--- src/rtl/mem_access_unit_if.sv ---
// ---------------------------------------------------------------------------
// mem_access_unit_if
// Core-side load/store bus of the memory access unit.
//   master : the core's memory stage (drives the request, receives response)
//   slave  : the memory access unit
// Request signals : cpu_valid, cpu_ready, cpu_we, cpu_funct3, cpu_addr,
//                   cpu_wdata  (transfer on cpu_valid & cpu_ready)
// Response signals: rsp_valid (one-cycle strobe), rsp_rdata, rsp_fault
// ---------------------------------------------------------------------------
interface mem_access_unit_if;
  logic        cpu_valid;
  logic        cpu_ready;
  logic        cpu_we;
  logic [2:0]  cpu_funct3;
  logic [31:0] cpu_addr;
  logic [31:0] cpu_wdata;
  logic        rsp_valid;
  logic [31:0] rsp_rdata;
  logic [1:0]  rsp_fault;

  modport master (
    output cpu_valid, cpu_we, cpu_funct3, cpu_addr, cpu_wdata,
    input  cpu_ready, rsp_valid, rsp_rdata, rsp_fault
  );

  modport slave (
    input  cpu_valid, cpu_we, cpu_funct3, cpu_addr, cpu_wdata,
    output cpu_ready, rsp_valid, rsp_rdata, rsp_fault
  );
endinterface

--- src/rtl/mem_access_unit.sv ---
// ---------------------------------------------------------------------------
// mem_access_unit
// Load/store front end for one port of the 32k x 32 data RAM wrapper.
// Accepts RISC-V LB/LH/LW/LBU/LHU/SB/SH/SW from the core, decodes faults,
// builds the word address, byte write enables and replicated store data,
// runs the RAM's one-shot request handshake and returns extended load data
// or a fault code.
//
// Ports
//   clk, rst        : clock (rising edge), asynchronous active-high reset
//   cpu             : core request/response bus (mem_access_unit_if.slave)
//   busy            : an access is in flight (state != IDLE)
//   ram_we          : byte write enables (0000 for loads, IDLE and RESP)
//   ram_addr        : RAM word address
//   ram_din         : RAM write data
//   ram_req         : one-cycle request pulse
//   ram_dout        : RAM read data, valid with ram_read_valid
//   ram_done        : RAM port idle/complete
//   ram_read_valid  : RAM read data strobe
//
// Fault codes: 00 ok, 01 misaligned, 10 out of range, 11 illegal funct3.
// ---------------------------------------------------------------------------
module mem_access_unit #(
  parameter int BYTE_ADDR_W = 17
) (
  input  logic                   clk,
  input  logic                   rst,
  mem_access_unit_if.slave       cpu,
  output logic                   busy,
  output logic [3:0]             ram_we,
  output logic [BYTE_ADDR_W-3:0] ram_addr,
  output logic [31:0]            ram_din,
  output logic                   ram_req,
  input  logic [31:0]            ram_dout,
  input  logic                   ram_done,
  input  logic                   ram_read_valid
);

  localparam int WORD_ADDR_W = BYTE_ADDR_W - 2;

  typedef enum logic [1:0] {IDLE, ISSUE, WAIT, RESP} stateT;

  typedef enum logic [1:0] {
    FAULT_NONE     = 2'b00,
    FAULT_MISALIGN = 2'b01,
    FAULT_RANGE    = 2'b10,
    FAULT_FUNCT3   = 2'b11
  } faultT;

  stateT state, nextState;

  // Registered state of the access in flight.
  logic                   done_q;     // ram_done of the previous cycle
  logic                   seen_low;   // store: RAM has dropped done since the request
  logic [WORD_ADDR_W-1:0] addrQ;
  logic [1:0]             laneQ;
  logic [2:0]             funct3Q;
  logic                   weQ;
  logic [3:0]             weMaskQ;
  logic [31:0]            dinQ;
  logic [31:0]            rdataQ;
  faultT                  faultQ;

  // Decode of the presented request (meaningful only on accept).
  logic        accept;
  logic        illegal;
  logic        outOfRange;
  logic        misaligned;
  faultT       faultCode;
  logic [3:0]  storeMask;
  logic [31:0] storeData;

  // Lane extraction of returning read data.
  logic [7:0]  byteSel;
  logic [15:0] halfSel;
  logic [31:0] loadData;

  // -------------------------------------------------------------------------
  // Request decode
  // -------------------------------------------------------------------------
  // NOTE: every signal assigned in a combinational block gets a default first,
  // so no path can leave it unassigned and infer a latch.
  always_comb begin
    illegal    = 1'b0;
    misaligned = 1'b0;
    storeMask  = 4'b1111;
    storeData  = cpu.cpu_wdata;

    if (cpu.cpu_we) begin
      illegal = (cpu.cpu_funct3 >= 3'b011);
    end else begin
      case (cpu.cpu_funct3)
        3'b011, 3'b110, 3'b111: illegal = 1'b1;
        default:                illegal = 1'b0;
      endcase
    end

    outOfRange = |cpu.cpu_addr[31:BYTE_ADDR_W];

    // funct3[1:0] is the access size for every legal encoding.
    case (cpu.cpu_funct3[1:0])
      2'b00: begin
        storeMask = 4'b0001 << cpu.cpu_addr[1:0];
        storeData = {4{cpu.cpu_wdata[7:0]}};
      end
      2'b01: begin
        misaligned = cpu.cpu_addr[0];
        storeMask  = 4'b0011 << cpu.cpu_addr[1:0];
        storeData  = {2{cpu.cpu_wdata[15:0]}};
      end
      2'b10: begin
        misaligned = |cpu.cpu_addr[1:0];
      end
      default: ;
    endcase

    if (illegal)         faultCode = FAULT_FUNCT3;
    else if (outOfRange) faultCode = FAULT_RANGE;
    else if (misaligned) faultCode = FAULT_MISALIGN;
    else                 faultCode = FAULT_NONE;
  end

  // -------------------------------------------------------------------------
  // Load data extraction and extension
  // -------------------------------------------------------------------------
  always_comb begin
    byteSel = ram_dout[{laneQ, 3'b000} +: 8];
    halfSel = laneQ[1] ? ram_dout[31:16] : ram_dout[15:0];
    case (funct3Q)
      3'b000:  loadData = {{24{byteSel[7]}}, byteSel};
      3'b100:  loadData = {24'd0, byteSel};
      3'b001:  loadData = {{16{halfSel[15]}}, halfSel};
      3'b101:  loadData = {16'd0, halfSel};
      default: loadData = ram_dout;
    endcase
  end

  // -------------------------------------------------------------------------
  // FSM: state register
  // -------------------------------------------------------------------------
  // NOTE: sequential state uses non-blocking assignments so every register
  // samples the values from before the edge, independent of statement order.
  always_ff @(posedge clk or posedge rst) begin
    if (rst) state <= IDLE;
    else     state <= nextState;
  end

  // -------------------------------------------------------------------------
  // FSM: next state and outputs
  // -------------------------------------------------------------------------
  always_comb begin
    nextState     = state;
    // A lone done cycle is not enough: mid-read the RAM can pulse done for a
    // single cycle, so ready needs done in this and the previous cycle.
    cpu.cpu_ready = (state == IDLE) && ram_done && done_q;
    cpu.rsp_valid = 1'b0;
    cpu.rsp_rdata = '0;
    cpu.rsp_fault = FAULT_NONE;
    busy          = (state != IDLE);
    ram_we        = 4'b0000;
    ram_addr      = addrQ;
    ram_din       = dinQ;
    ram_req       = 1'b0;
    accept        = cpu.cpu_valid && cpu.cpu_ready;

    case (state)
      IDLE: begin
        if (accept) nextState = (faultCode == FAULT_NONE) ? ISSUE : RESP;
      end
      ISSUE: begin
        ram_req   = 1'b1;
        ram_we    = weMaskQ;
        nextState = WAIT;
      end
      WAIT: begin
        ram_we = weMaskQ;
        if (weQ) begin
          // Completion is done rising again after it was seen low.
          if (ram_done && seen_low) nextState = RESP;
        end else if (ram_read_valid) begin
          nextState = RESP;
        end
      end
      RESP: begin
        cpu.rsp_valid = 1'b1;
        cpu.rsp_rdata = rdataQ;
        cpu.rsp_fault = faultQ;
        nextState     = IDLE;
      end
      default: nextState = IDLE;
    endcase
  end

  // -------------------------------------------------------------------------
  // Datapath registers
  // -------------------------------------------------------------------------
  // NOTE: these are individual control/data registers, so all of them are
  // cleared by reset; outputs derived from them read 0 straight out of reset.
  always_ff @(posedge clk or posedge rst) begin
    if (rst) begin
      done_q   <= 1'b0;
      seen_low <= 1'b0;
      addrQ    <= '0;
      laneQ    <= 2'b00;
      funct3Q  <= 3'b000;
      weQ      <= 1'b0;
      weMaskQ  <= 4'b0000;
      dinQ     <= '0;
      rdataQ   <= '0;
      faultQ   <= FAULT_NONE;
    end else begin
      done_q <= ram_done;
      case (state)
        IDLE: begin
          if (accept) begin
            faultQ <= faultCode;
            rdataQ <= '0;
            if (faultCode == FAULT_NONE) begin
              addrQ   <= cpu.cpu_addr[BYTE_ADDR_W-1:2];
              laneQ   <= cpu.cpu_addr[1:0];
              funct3Q <= cpu.cpu_funct3;
              weQ     <= cpu.cpu_we;
              weMaskQ <= cpu.cpu_we ? storeMask : 4'b0000;
              dinQ    <= cpu.cpu_we ? storeData : 32'd0;
            end
          end
        end
        ISSUE: seen_low <= 1'b0;
        WAIT: begin
          if (weQ && !ram_done)         seen_low <= 1'b1;
          if (!weQ && ram_read_valid)   rdataQ   <= loadData;
        end
        default: ;
      endcase
    end
  end

endmodule

--- src/flat_wrapper.sv ---
// flat-port wrapper written by rule: the top's interface ports become plain ports
module mem_access_unit_flat 
#(
  parameter int BYTE_ADDR_W = 17
)
  (clk, rst, busy, ram_we, ram_addr, ram_din, ram_req, ram_dout, ram_done, ram_read_valid, cpu_cpu_valid, cpu_cpu_we, cpu_cpu_funct3, cpu_cpu_addr, cpu_cpu_wdata, cpu_cpu_ready, cpu_rsp_valid, cpu_rsp_rdata, cpu_rsp_fault);
  mem_access_unit_if cpu_i ();
  input  logic clk;
  input  logic rst;
  output logic busy;
  output logic [3:0] ram_we;
  output logic [BYTE_ADDR_W-3:0] ram_addr;
  output logic [31:0] ram_din;
  output logic ram_req;
  input  logic [31:0] ram_dout;
  input  logic ram_done;
  input  logic ram_read_valid;
  input wire logic [$bits(cpu_i.cpu_valid)-1:0] cpu_cpu_valid;
  input wire logic [$bits(cpu_i.cpu_we)-1:0] cpu_cpu_we;
  input wire logic [$bits(cpu_i.cpu_funct3)-1:0] cpu_cpu_funct3;
  input wire logic [$bits(cpu_i.cpu_addr)-1:0] cpu_cpu_addr;
  input wire logic [$bits(cpu_i.cpu_wdata)-1:0] cpu_cpu_wdata;
  output wire logic [$bits(cpu_i.cpu_ready)-1:0] cpu_cpu_ready;
  output wire logic [$bits(cpu_i.rsp_valid)-1:0] cpu_rsp_valid;
  output wire logic [$bits(cpu_i.rsp_rdata)-1:0] cpu_rsp_rdata;
  output wire logic [$bits(cpu_i.rsp_fault)-1:0] cpu_rsp_fault;
  assign cpu_i.cpu_valid = cpu_cpu_valid;
  assign cpu_i.cpu_we = cpu_cpu_we;
  assign cpu_i.cpu_funct3 = cpu_cpu_funct3;
  assign cpu_i.cpu_addr = cpu_cpu_addr;
  assign cpu_i.cpu_wdata = cpu_cpu_wdata;
  assign cpu_cpu_ready = cpu_i.cpu_ready;
  assign cpu_rsp_valid = cpu_i.rsp_valid;
  assign cpu_rsp_rdata = cpu_i.rsp_rdata;
  assign cpu_rsp_fault = cpu_i.rsp_fault;
  mem_access_unit #(.BYTE_ADDR_W(BYTE_ADDR_W)) u_core (.clk(clk), .rst(rst), .cpu(cpu_i), .busy(busy), .ram_we(ram_we), .ram_addr(ram_addr), .ram_din(ram_din), .ram_req(ram_req), .ram_dout(ram_dout), .ram_done(ram_done), .ram_read_valid(ram_read_valid));
endmodule
--- config.mk ---
export PLATFORM = sky130hd
export DESIGN_NAME = mem_access_unit_flat
export DESIGN_NICKNAME = d
export VERILOG_FILES = /design/src/rtl/mem_access_unit_if.sv /design/src/rtl/mem_access_unit.sv /design/src/flat_wrapper.sv
export SDC_FILE = /design/constraint.sdc
export NUM_CORES = 1
export LEC_CHECK = 0
export ABC_CLOCK_PERIOD_IN_PS = 4500
export CAP_MARGIN = 10
export CORE_MARGIN = 5
export CORE_UTILIZATION = 49
export CTS_CLUSTER_SIZE = 14
export DETAILED_ROUTE_END_ITERATION = 8
export PLACE_DENSITY = 0.87
export SLEW_MARGIN = 40
export SYNTH_ARGS = -nofsm -noshare
export SYNTH_HDL_FRONTEND = slang
export SYNTH_SLANG_ARGS = --single-unit
--- constraint.sdc ---
create_clock -name clk -period 4.5 [get_ports clk]
set_input_delay 0.45 -clock clk [delete_from_list [all_inputs] [get_ports clk]]
set_output_delay 0.45 -clock clk [all_outputs]
set_load 0.05 [all_outputs]
==> run metrics, run 1 <==
multiplexer area fraction after synthesis=17.61%; Die Wd=113.5 microns; post-synthesis simple-gate area fraction=13.20%; die area=0.01289 sq mm; Synth cell types=47; CP cell instances=clkdlybuf4s50_1 -> inv_2 -> o22ai_1 -> nor4_4 -> buf_4 -> mux2_2; Clock Path Buffers=2; initial antenna violation count=0; Setup TNS=0 ps; via count=4655; Final Wtd Congestion=0.9289; Global Route Usage Sum=24.07%; vias in the first global route=4922; main combinational cell family by area after synthesis=multiplexers; worst relative slew slack=49.17%; final period utilization=66.38%; Setup crit start kind=primary input; CP max FO=57; complex-gate fraction of the synthesized area=16.73%; Final Hold Fails=0; final instance area=0.007455 sq mm; Num CTS Buffers=9; area grow syn2layout=41.96%; status=finished, final reports clean; data arrival time of the worst path=3240 ps; Max-Cap Viols=0; Synth Area in Adders=2.383%; TritonCTS clock tree=built; highest clock rate=334.8 MHz; GRT overflow=0; Post-Synth XOR/XNOR Area=0%; Worst Tran Pin Value=762.4 ps; DP HPWL=11.26 mm; Seq/Total Area, Yosys=45.27%; Yosys warning count=0; minimum clock period=2987 ps; Worst path max stage delay=650 ps; # hold bufs at CTS=0; Worst-Skew Late Latency=370 ps; pin count of the biggest net entering global routing=69; CP Capture Type=register; WP data required=4750 ps; flops & latches, synth=95; H-tree depth=3; drc violations=0; Resized cells post-CTS=0; Crit-path slowest cell=clkdlybuf4s50_1; IO Port Bufs=193; Starting Density=50.64%; ant diodes=0; RSZ-0062 raised after global routing=no; Final Max Slew Viols=0; Setup Buffers After CTS=0; Power Dens Cells=371.0 mW/mm^2; Site Rows=37; Syn Area/Cell=10.42 sq um; worst setup margin=1513 ps; syn_nets=619; Mapped Cells=504; Root Buffer=clkbuf_8; core area=0.01037 sq mm; share of cells above drive strength 1=7.195%; number of I/O pins=194; # nets final=791; Sink Count=95; Area after DPL=0.007224 sq mm; Setup WS pre-CTS=1144 ps; drt pass-1 iters=6; Max IR drop VDD=0.2444 mV; Routed Antenna Nets=0; min-delay worst type=register to register; first-pass GRT wire length=24.95 mm; Clock transition at path regs=100 ps; WS Path Type=primary input to register; Cell Area, Synth=0.005251 sq mm; Wirelength per Cell=18.84 microns; Via density=5.698; Die Height=113.5 microns; Final setup viols=0; Setup Skew=9.964 ps; Total Routed Length=15.39 mm; leakage dissipation=3.320 nW; DR iter-0 viols=229
-- power breakdown --
group | internal (mW) | total, mW | switching [mW]
Combinational | 0.423 | 1.08 | 0.660
Sequential | 0.976 | 1.04 | 0.0618
Clock | 0.322 | 0.645 | 0.323
-- cells in the final DEF, fill, tap and decap left out, types with 3 or more instances in the layout --
| cell | instances |
|---|---|
| clkdlybuf4s50_1 | 193 |
| dfrtp_1 | 93 |
| nand2_1 | 46 |
| and2_1 | 38 |
| mux2_1 | 33 |
| o21ai_0 | 28 |
| mux2i_1 | 26 |
| a21oi_1 | 23 |
| nor2_1 | 18 |
| inv_1 | 18 |
| a22o_1 | 17 |
| a22oi_1 | 16 |
| a21o_1 | 16 |
| mux2_2 | 14 |
| nand2b_1 | 13 |
| ha_1 | 9 |
| clkbuf_8 | 9 |
| mux4_2 | 6 |
| a221oi_1 | 6 |
| a32o_1 | 5 |
| nor4_1 | 4 |
| nor2b_1 | 3 |
| buf_4 | 3 |
-- per-stage QoR --
stage / total power [mW] / instances / utilization, % / hold WS, ps
2_1_floorplan: 1.754 / 504 / - / 430.4
5_1_grt: 2.918 / 817 / 71.89 / 517.4
3_3_place_gp: 2.104 / 801 / 69.56 / 456.1
6_report: 2.766 / 817 / 71.89 / 490.2
3_5_place_dp: 2.139 / 801 / 69.67 / 462.4
4_1_cts: 2.786 / 817 / 71.86 / 485.4
-- cell families after synthesis --
kind of cell	Yosys count
and+or+nand+nor	136
buffers and inverters	56
AOI/OAI and AO/OA	128
muxes	79
adders and majority gates	10
DFF	95
-- sequential cells by signal, summed over array words and instances, names as in the netlist --
signal	count
u_core.done_q	1
u_core.faultQ	2
u_core.funct3Q	3
u_core.laneQ	2
u_core.ram_addr	15
u_core.ram_din	32
u_core.rdataQ	32
u_core.seen_low	1
u_core.state	2
u_core.weMaskQ	4
u_core.weQ	1
-- cell type report --
cell class	instances	area (sq um)
Clock buffer	9	123.9
Clock inverter	7	103.9
Fill cell	800	2915
Inverter	21	83.83
Multi-Input combinational cell	353	2639
Sequential cell	95	2380
Tap cell	136	170.2
Timing Repair Buffer	196	1954
-- layer usage --
metal / vias to the layer above / part of all wire, % / GRT usage, %
met5: - / 0 / 0
met2: 253 / 47 / 39.10
li1: 2139 / - / -
met4: 0 / 2.2 / 9.054
met1: 2236 / 40 / 30.92
met3: 27 / 10 / 6.313
-- synthesized netlist by cell type, drive strengths merged --
library cell | count | area [sq um]
inv | 20 | 75.07
a21boi | 2 | 15.02
o21ai | 28 | 140.1
buf | 11 | 83.82
a21o | 16 | 120.1
o22ai | 2 | 12.51
nor2 | 20 | 75.07
nor4b | 1 | 8.760
nor2b | 3 | 18.77
mux4 | 6 | 135.1
ha | 10 | 125.1
o21a | 1 | 7.510
dfrtp | 95 | 2377
nor4 | 5 | 37.53
a221oi | 6 | 52.55
a31oi | 2 | 12.51
o41ai | 1 | 8.760
or2 | 1 | 6.260
o221ai | 2 | 17.52
mux2i | 26 | 260.3
nor3 | 2 | 10.01
o31a | 2 | 17.52
nand2 | 46 | 172.7
a211oi | 1 | 7.510
clkinv | 1 | 3.750
nand3b | 2 | 15.01
a32o | 5 | 50.05
a22o | 18 | 157.7
a21oi | 23 | 115.1
a22oi | 16 | 120.1
nand4 | 1 | 6.260
mux2 | 47 | 529.3
nand3 | 2 | 10.01
nor3b | 1 | 7.510
and3 | 1 | 6.260
a32oi | 1 | 8.760
clkbuf | 24 | 90.09
o21bai | 2 | 15.01
nand2b | 13 | 81.33
and2 | 38 | 237.7
-- worst max-delay path: cells and delay by family --
kind | cells | cell delay (ps)
multiplexers | 1 | 410
AO/OA/AOI/OAI | 1 | 280
buffers and inverters | 3 | 1770
AND/OR/NAND/NOR | 1 | 290
-- worst paths after layout --
kind | from | to | slack (ps) | cells after the start
max | cpu_cpu_we | u_core.ram_addr[8] | 1510 | 6
min | u_core.rdataQ[3] | u_core.rdataQ[3] | 490 | 2
max reg2reg | u_core.state[0] | u_core.ram_addr[8] | 1890 | 7
min reg2reg | u_core.rdataQ[3] | u_core.rdataQ[3] | 490 | 2
max in group asynchronous | rst | u_core.rdataQ[18] | 3150 | 3
min in group asynchronous | rst | u_core.ram_addr[14] | 540 | 2
Power figures use the tool's default switching activity.
==> run 2, diff against run 1 <==
- ABC_CLOCK_PERIOD_IN_PS: 4500 -> 2550
- CORE_UTILIZATION: 49 -> 41
- PLACE_DENSITY: 0.87 -> 0.78
- clock period: 4.5 -> 2.55 ns (I/O delays scaled with it)
==> run 2 against run 1 <==
  * Design area is 3.0% higher
  * Combinational power grew 81%
  * Non-clock buffer count grew 22
  * First-iteration DRC count up 55%
==> run metrics, run 2 (synthesis gave the netlist of run 1 again) <==
# nets final=813 (+2.8%); IO Port Bufs=193 (unchanged); Via density=5.568 (-2.3%); commonest non-fill, non-tap cell in the layout=clkdlybuf4s50_1; final instance area=0.007675 sq mm (+3.0%); CP Capture Type=output port; DP HPWL=12.03 mm (+6.9%); Root Buffer=clkbuf_16; most frequent cells in the layout=clkdlybuf4s50_1, dfrtp_1, buf_4; drc violations=0 (unchanged); Max-Cap Viols=0 (unchanged); ant diodes=0 (unchanged); first-pass GRT wire length=25.09 mm (+0.55%); worst relative slew slack=63.21% (+14 points); die area=0.01517 sq mm (+18%); CP max FO=5 (-91%); highest clock rate=413.3 MHz; Setup crit start kind=register; core area=0.01257 sq mm (+21%); Site Rows=41 (+11%); area grow syn2layout=46.15%; Max IR drop VDD=0.2618 mV (+7.1%); data arrival time of the worst path=2160 ps (-1080 ps); Resized cells post-CTS=0 (unchanged); via count=4872 (+4.7%); Setup Skew=5.599 ps (-4.365 ps); minimum clock period=2420 ps; drt pass-1 iters=8 (+2); Total Routed Length=16.16 mm (+5.0%); Worst Tran Pin Value=550.1 ps (-212.4 ps); Worst-Skew Late Latency=350 ps (-20 ps); pin count of the biggest net entering global routing=54 (-22%); Sink Count=95 (unchanged); share of cells above drive strength 1=14.08% (+6.9 points); Clock Path Buffers=2 (unchanged); Final setup viols=0 (unchanged); Final Hold Fails=0 (unchanged); Setup Buffers After CTS=0 (unchanged); Die Height=123.2 microns (+8.5%); Final Wtd Congestion=0.9082 (-2.2%); Final Max Slew Viols=0 (unchanged); final non-filler cell total=875 (+7.1%); leakage dissipation=3.539 nW (+6.6%); Power Dens Cells=677.6 mW/mm^2 (+83%); vias in the first global route=4995 (+1.5%); WP data required=2300 ps (-2450 ps); # hold bufs at CTS=0 (unchanged); final period utilization=94.89%; min-delay worst type=primary input to asynchronous set/reset pin; Starting Density=41.78% (-8.9 points); DR iter-0 viols=355 (+55%); Area after DPL=0.007363 sq mm (+1.9%); Routed Antenna Nets=0 (unchanged); status=finished, final reports clean; RSZ-0062 raised after global routing=no; GRT overflow=0 (unchanged); Global Route Usage Sum=20.97% (-3.1 points); H-tree depth=3 (unchanged); Num CTS Buffers=9 (unchanged); Filler Cells Inserted=1040 (+30%); number of I/O pins=194 (unchanged); Reg2Reg Depth=7 (unchanged); hold slack=288.7 ps (-201.5 ps); initial antenna violation count=0 (unchanged); Wirelength per Cell=18.47 microns (-1.9%); WS Path Type=register to output port; TritonCTS clock tree=built; Clock transition at path regs=60 ps (-40 ps); placed cell count=859 (+7.2%); Die Wd=123.2 microns (+8.5%)
[run 2: stage by stage]
step                setup TNS [ps]  worst slack, ps  util, %  power (mW)
floorplan                        0            23.11        -       3.096
global placement          -0.04841         -0.04841    58.58       3.762
detailed placement           -4470           -110.5    58.59       3.824
CTS                              0            121.1    61.07       5.233
global route                     0            59.84    61.07       5.455
finish                           0            130.4    61.07       5.201
[run 2: path summary, 6_finish.rpt]
path                                   from                  end  slack, ps
setup / recovery            u_core.state[0]            ram_we[2]        130
hold / removal                          rst     u_core.rdataQ[1]        290
setup reg to reg            u_core.state[0]  u_core.ram_addr[10]        350
hold reg to reg            u_core.rdataQ[7]     u_core.rdataQ[7]        470
max in group asynchronous               rst   u_core.ram_addr[9]       1640
min in group clk                   ram_done        u_core.done_q        460
[run 2: routing by layer]
| layer | up-vias | share of wire, % | global-route usage [%] |
|---|---|---|---|
| li1 | 2181 | - | - |
| met1 | 2386 | 39 | 25.99 |
| met2 | 273 | 49 | 34.69 |
| met3 | 32 | 9.9 | 5.352 |
| met4 | 0 | 2.5 | 8.997 |
| met5 | - | 0 | 0 |
[run 2: power breakdown]
group	internal, mW	leakage, nW	switching, mW	total, mW
Clock	0.841	0.149	0.560	1.40
Sequential	1.73	1.23	0.111	1.84
Combinational	0.766	2.16	1.20	1.96
[run 2: area by class of cell]
cell class,instances,area (sq um),area share (%)
multi-input combinational,353,2631,34.28
clock buffer,14,274.0,3.570
clock inverter,2,37.54,0.4891
tap,172,215.2,2.804
timing repair buffer,218,2057,26.80
sequential,95,2377,30.97
inverter,21,82.58,1.076
[run 2: worst max-delay path, cell delays in order (launching register included)]
cell and delay [ps]:
dfrtp_1 380, inv_1 100, ha_1 350, and2_1 170, clkdlybuf4s50_1 810
==> run 3, diff against run 2 <==
- TNS_END_PERCENT: default -> 100
==> results of run 3 <==
Final layout, timing and power as in run 2 (identical DEF).
